`src/rtl/data_mem_arbiter.sv`:
```
// data_mem_arbiter: two-port arbiter in front of a single data memory.
// One transaction at a time runs IDLE -> BUSY (LATENCY cycles) -> DONE -> IDLE.
// The winner's request fields are latched at the IDLE edge and held on the
// memory side for the whole BUSY window. Load results are captured into the
// winner's rdata register on the edge that enters DONE.
//
// Optional feature: define ARB_RR_EN for round-robin on simultaneous requests.
// Without it, port 0 always wins a tie.
//
// Ports:
//   clk, rst_n                    clock, async active-low reset
//   req0/1, wr0/1                 request (held until done), 1=store 0=load
//   addr0/1, wdata0/1             byte address, store data
//   grant0/1                      pulse in the first BUSY cycle of the port's transaction
//   done0/1                       pulse in the DONE cycle of the port's transaction
//   rdata0/1                      registered load results
//   mem_en, mem_wr, mem_addr,
//   mem_wdata, mem_rdata          data memory side, driven only in BUSY
//   busy                          high whenever the FSM is not IDLE
module data_mem_arbiter #(
  parameter int unsigned LATENCY = 4
) (
  input  logic        clk,
  input  logic        rst_n,
  input  logic        req0,
  input  logic        req1,
  input  logic        wr0,
  input  logic        wr1,
  input  logic [15:0] addr0,
  input  logic [15:0] addr1,
  input  logic [15:0] wdata0,
  input  logic [15:0] wdata1,
  output logic        grant0,
  output logic        grant1,
  output logic        done0,
  output logic        done1,
  output logic [15:0] rdata0,
  output logic [15:0] rdata1,
  output logic        mem_en,
  output logic        mem_wr,
  output logic [15:0] mem_addr,
  output logic [15:0] mem_wdata,
  input  logic [15:0] mem_rdata,
  output logic        busy
);

  typedef enum logic [1:0] {IDLE, BUSY, DONE} state_e;

  localparam logic [3:0] CNT_INIT = 4'(LATENCY - 1);

  state_e      state_q, state_d;
  logic [3:0]  cnt_q, cnt_d;
  logic        id_q, id_d;
  logic        wr_q, wr_d;
  logic [15:0] addr_q, addr_d;
  logic [15:0] wdata_q, wdata_d;
  logic [15:0] rdata0_q, rdata0_d;
  logic [15:0] rdata1_q, rdata1_d;
  logic        win;     // 1 = port 1 wins the IDLE arbitration
  logic        in_busy;

`ifdef ARB_RR_EN
  // Last-served pointer; resets to port 1 so port 0 wins the first tie.
  logic last_q, last_d;

  assign win    = (req0 && req1) ? ~last_q : ~req0;
  assign last_d = (state_q == IDLE && (req0 || req1)) ? win : last_q;

  always_ff @(posedge clk or negedge rst_n) begin
    if (!rst_n) last_q <= 1'b1;
    else        last_q <= last_d;
  end
`else
  assign win = ~req0;
`endif

  always_comb begin
    state_d  = state_q;
    cnt_d    = cnt_q;
    id_d     = id_q;
    wr_d     = wr_q;
    addr_d   = addr_q;
    wdata_d  = wdata_q;
    rdata0_d = rdata0_q;
    rdata1_d = rdata1_q;
    case (state_q)
      IDLE: begin
        if (req0 || req1) begin
          state_d = BUSY;
          id_d    = win;
          wr_d    = win ? wr1    : wr0;
          addr_d  = win ? addr1  : addr0;
          wdata_d = win ? wdata1 : wdata0;
          cnt_d   = CNT_INIT;
        end
      end
      BUSY: begin
        // Last BUSY cycle: the memory has had LATENCY cycles, take the data.
        if (cnt_q == 4'd0) begin
          state_d = DONE;
          if (!wr_q) begin
            if (id_q) rdata1_d = mem_rdata;
            else      rdata0_d = mem_rdata;
          end
        end else begin
          cnt_d = cnt_q - 4'd1;
        end
      end
      DONE:    state_d = IDLE;
      default: state_d = IDLE;
    endcase
  end

  always_ff @(posedge clk or negedge rst_n) begin
    if (!rst_n) begin
      state_q  <= IDLE;
      cnt_q    <= 4'd0;
      id_q     <= 1'b0;
      wr_q     <= 1'b0;
      addr_q   <= 16'h0;
      wdata_q  <= 16'h0;
      rdata0_q <= 16'h0;
      rdata1_q <= 16'h0;
    end else begin
      state_q  <= state_d;
      cnt_q    <= cnt_d;
      id_q     <= id_d;
      wr_q     <= wr_d;
      addr_q   <= addr_d;
      wdata_q  <= wdata_d;
      rdata0_q <= rdata0_d;
      rdata1_q <= rdata1_d;
    end
  end

  // Outputs decode straight from state so reset clears them without a clock.
  assign in_busy   = (state_q == BUSY);
  assign busy      = (state_q != IDLE);
  // The counter only holds CNT_INIT in the first BUSY cycle (LATENCY >= 2).
  assign grant0    = in_busy && (cnt_q == CNT_INIT) && !id_q;
  assign grant1    = in_busy && (cnt_q == CNT_INIT) &&  id_q;
  assign done0     = (state_q == DONE) && !id_q;
  assign done1     = (state_q == DONE) &&  id_q;
  assign mem_en    = in_busy;
  assign mem_wr    = in_busy && wr_q;
  assign mem_addr  = in_busy ? addr_q  : 16'h0;
  assign mem_wdata = in_busy ? wdata_q : 16'h0;
  assign rdata0    = rdata0_q;
  assign rdata1    = rdata1_q;

endmodule
```
`config.mk`:
```
export PLATFORM = sky130hd
export DESIGN_NAME = data_mem_arbiter
export DESIGN_NICKNAME = d
export VERILOG_FILES = /design/src/rtl/data_mem_arbiter.sv
export SDC_FILE = /design/constraint.sdc
export NUM_CORES = 1
export LEC_CHECK = 0
export BUFFER_PORTS_ARGS = -buffer_cell sky130_fd_sc_hd__buf_2
export CORE_ASPECT_RATIO = 0.7
export CORE_UTILIZATION = 48
export DETAILED_ROUTE_END_ITERATION = 16
export MAX_ROUTING_LAYER = met4
export PLACE_DENSITY = 0.8
export SLEW_MARGIN = 20
export SYNTH_ARGS = -nofsm -noshare
export SYNTH_HDL_FRONTEND = slang
export SYNTH_SLANG_ARGS = --single-unit
```
`constraint.sdc`:
```
create_clock -name clk -period 1.92 [get_ports clk]
set_clock_uncertainty 0.05 [all_clocks]
set_input_delay 0.576 -clock clk [delete_from_list [all_inputs] [get_ports clk]]
set_output_delay 0.576 -clock clk [all_outputs]
set_load 0.1 [all_outputs]
```
Word-level counts from Yosys, hierarchy flattened
Index checks and enable logic that the tools add are counted.
{"block": "totals", "wordCells": 46, "regBits": 72, "input_bits": 86, "out_inout_bits": 71}
{"block": "classes", "add_sub_neg": 1, "n_mux": 11, "n_bitwise": 3, "reduce_logical": 17, "n_eq_ne": 6}
{"op": "$mux W16", "n": 4}
{"op": "$mux W4", "n": 2}
{"op": "$pmux W4 S2", "n": 1}
{"op": "$reduce_and A4 Y1", "n": 2}
{"op": "$logic_and A1 B1 Y1", "n": 6}
{"op": "$eq A4 B2 Y1 const B", "n": 1}
{"op": "$logic_not A4 Y1", "n": 1}
{"op": "$mux W2", "n": 2}
{"op": "$ne A2 B2 Y1 const B", "n": 2}
{"op": "$pmux W2 S2", "n": 1}
{"op": "$reduce_and A2 Y1", "n": 2}
{"op": "$reduce_bool A2 Y1", "n": 2}
{"op": "$sub A4 B1 Y4 const B", "n": 1}
{"op": "$not A1 Y1", "n": 3}
{"op": "$reduce_and A3 Y1", "n": 1}
{"op": "$eq A2 B1 Y1 const B", "n": 1}
{"op": "$eq A2 B2 Y1 const B", "n": 1}
{"op": "$logic_not A2 Y1", "n": 1}
{"op": "$ne A2 B1 Y1 const B", "n": 1}
{"op": "$logic_not A1 Y1", "n": 1}
{"op": "$logic_or A1 B1 Y1", "n": 1}
{"op": "$mux W1", "n": 1}

Depth between registers and ports, before layout
{"block": "logic_depth", "depth_word": 3, "mapped_depth": 6, "depth_no_buf": 5}

Worst setup path after synthesis
Ideal clock, no wire load.
{"block": "synth_path", "kind": "register to output", "startpoint": "reg state_q[0]", "endpoint": "out done0", "n_path_buf": 1, "required_ns": 1.294, "slack_ns": -1.431, "path_stages_with_launch": 3, "arrival_ns": 2.725, "cell_sequence": "dfrtp_1 > buf_4 > nor3b_1"}
{"block": "synth_between", "elab_chain_cells": 2}
{"element": "start, declared", "line": "51", "text": "state_e state_q, state_d;"}
{"element": "start signal, assigned", "line": "125", "text": "state_q <= state_d;"}
{"element": "$eq A2 B2 Y1", "line": "142", "text": "assign done0 = (state_q == DONE) && !id_q;"}
{"element": "$logic_and A1 B1 Y1", "line": "142"}
{"element": "end, declared", "line": "35", "text": "output logic done0,"}
Every way passes these cells.

Final worst setup path
{"block": "layout_path", "startpoint": "reg state_q[1]", "endpoint": "out mem_wdata[5]"}
{"block": "layout_between", "elab_chain_cells": 2}
{"element": "$eq A2 B1 Y1", "line": "137", "text": "assign in_busy = (state_q == BUSY);"}
{"element": "$mux W16", "line": "147", "text": "assign mem_wdata = in_busy ? wdata_q : 16'h0;"}
{"element": "end, declared", "line": "42", "text": "output logic [15:0] mem_wdata,"}
Every way passes these cells.

==> metrics.md <==
| Metric | Value |
|---|---|
| Status | finished, violations left |
| Failing checks | setup timing |
| Ys Warns | 0 |
| Hold slack | 0.0301 ns |
| Chip height | 74.4 um |
| NumNets Final | 531 |
| RSZ-0062 raised after global routing | yes |
| Vias | 2757 |
| Worst r2r dst | wdata_q[10]$_DFFE_PN0P_ |
| Fraction of registers with async set/reset | 1.00 |
| GP Congestion | 0.790 |
| Hold-fix buffers, CTS | 0 |
| Final Setup Violations | 39 |
| First-pass DRT Iterations | 4 |
| Via density | 5.09 |
| Min Tclk post-route | 2.16 ns |
| CP Class | reg -> out |
| Final TNS setup | -8.00 ns |
| Final worst slack | -0.240 ns |
| Crit path required time | 1.29 ns |
| CTS tree | yes |
| Htree depth | 3 |
| Fillers | 390 |
| WL final | 9300 um |
| Largest net degree at the start of global routing | 38 |
| Sink Count | 72 |
| Max clock buf depth | 2 |
| Die X | 105 um |
| Launching point of the worst reg2reg path | state_q[0]$_DFFE_PN0P_ |
| Commonest non-fill, non-tap cell in the layout | buf_2 |
| Row count | 25 |
| Slew Limit Fails | 0 |
| Startpoint Class | flop |
| Diode count | 0 |
| Mux share of post-synthesis cell area | 0.328 |
| Die Area | 7840 sq um |
| Worst-path clk slew | 0.08 ns |
| Hold Crit Class | in -> async |
| Normalized max-slew margin | 0.662 |
| Gr usage total | 0.257 |
| Worst reg2reg setup slack | 0.06 ns |
| HPWL Detailed | 6530 um |
| Area growth syn-to-layout | 59.7% |
| Congestion Overflow GR | 0 |
| Compound-gate portion of the synthesized area | 0.0192 |
| Antenna viol nets, final | 0 |
| Share of cells above drive strength 1 | 0.783 |
| CP max FO | 12 |
| Critical path arrival | 1.53 ns |
| Seq cells post-synth | 72 |
| Max Cap Violations | 0 |
| Post-Syn Nets | 348 |
| Starting density of the core | 0.515 |
| Post-synth cell types | 32 |
| First-pass GRT wire length | 14800 um |
| Synth Area in Adders | 0.00697 |
| EDFF count, synth | 0 |
| Final Hold Vio Count | 0 |
| Primary FF master, synth | dfrtp_1 |
| Worst-margin pin slew | 0.510 ns |
| Total CTS buffers | 9 |
| Clock Latency Late Sink | 0.33 ns |
| Area contributors post-synth | dfrtp_1, mux2_2, mux2_4 |
| Vias in the first global route | 3003 |
| Synth Area in XOR/XNOR | 0 |
| Main combinational cell family by area after synthesis | multiplexers |
| CP endpoint kind | output port |
| Routed len/inst | 17.2 um |
| Core Region | 6980 sq um |
| Top-area cell type share of the netlist area | 0.502 |
| R2R depth | 7 |
| Sequential area share after synthesis | 0.502 |
| Avg Inst Size Synth | 13.8 sq um |
| Area of the mapped netlist | 3590 sq um |
| Drt first-iter violations | 78 |
| Initial antenna violation count | 0 |
| Post-Synth Simple-Gate Area | 0.107 |
| Fmax | 463 MHz |
| I/O pins | 157 |
| Syn Inst Count | 260 |
| DR DRC count | 0 |
| Root Buffer | clkbuf_8 |
| Synth area leader | dfrtp_1 |
| IO buf count | 156 |
| Crit share post-route | 1.12 |
| Most frequent cells in the layout | buf_2, mux2_2, dfrtp_1 |
-- synthesized netlist by cell type (2+ instances only) --
cell type  instances
buf_2              6
inv_1              5
buf_6              5
nand3_1            3
buf_4              2
nand4_4            2
a21oi_1            4
dfrtp_1           72
o21ai_0            3
mux2_2            77
and2_1            33
mux2_4            20
ha_1               2
nor3b_1            3
clkbuf_1           2
nor2_1             5
-- registers in the layout (all words and copies together) (netlist names) --
register	cells
addr_q	16
state_q	2
rdata1	16
wdata_q	16
rdata0	16
id_q	1
wr_q	1
cnt_q	4
-- cells by family (layout without fill, tap and decap cells) --
kind of cell             count (synthesis)  after routing
buffers and inverters                   21            209
AO/OA/AOI/OAI                           11             11
flip-flops                              72             72
AND/OR/NAND/NOR                         56             56
multiplexers                            98             98
adder cells (fa/ha/maj)                  2              2
-- cell type report --
class	instances	area (sq um)	area share
clock inverters	7	120	0.0209
inverters	6	30.0	0.00523
well taps	94	118	0.0205
clock buffers	9	124	0.0216
flip-flops and latches	72	1800	0.315
multi-input cells	167	1800	0.313
repair buffers	187	1750	0.304
-- worst max-delay path by stage --
stage                           startpoint                   end  cells after the start
floorplan           state_q[1]$_DFFE_PN0P_                grant0                      5
global placement      cnt_q[0]$_DFFE_PN0P_  cnt_q[1]$_DFFE_PN0P_                      5
detailed placement    cnt_q[0]$_DFFE_PN0P_  cnt_q[1]$_DFFE_PN0P_                      5
CTS                 state_q[1]$_DFFE_PN0P_          mem_wdata[5]                      6
global route        state_q[1]$_DFFE_PN0P_          mem_wdata[7]                      6
finish              state_q[1]$_DFFE_PN0P_          mem_wdata[5]                      6
-- routing by layer --
layer | GRT usage | wire length [um] | vias to the layer above
met5 | - | 0 | -
met4 | 0.0955 | 150 | 0
met3 | 0.0605 | 402 | 16
met2 | 0.466 | 5030 | 85
met1 | 0.281 | 3710 | 1377
li1 | - | - | 1279
-- metrics by stage --
| stage | instance area (sq um) | utilization | cells | setup slack, ns |
|---|---|---|---|---|
| floorplan | 3750 | - | 260 | -0.126 |
| global placement | 5260 | 0.753 | 509 | 0.102 |
| detailed placement | 5260 | 0.753 | 509 | 0.0609 |
| CTS | 5670 | 0.813 | 537 | -0.243 |
| global route | 5740 | 0.822 | 542 | -0.291 |
| finish | 5740 | 0.822 | 542 | -0.240 |
-- critical path: stages, from the launching register on --
cell and delay [ns]:
dfrtp_2 0.41, nand2b_4 0.17, inv_8 0.08, buf_12 0.10, buf_12 0.12, and2_4 0.16, buf_12 0.17
-- repair_timing --
action | CTS | global route
buffers inserted | 10 | 6
resized for setup | 11 | 4
pin swaps | 7 | 4
hold endpoints to repair | 0 | 0
setup endpoints to repair | 39 | 53
gates cloned | 2 | 1
Power is left out: the tool's default activity adds up to more than one toggle a clock period on the data nets, which glitch-free logic cannot reach.
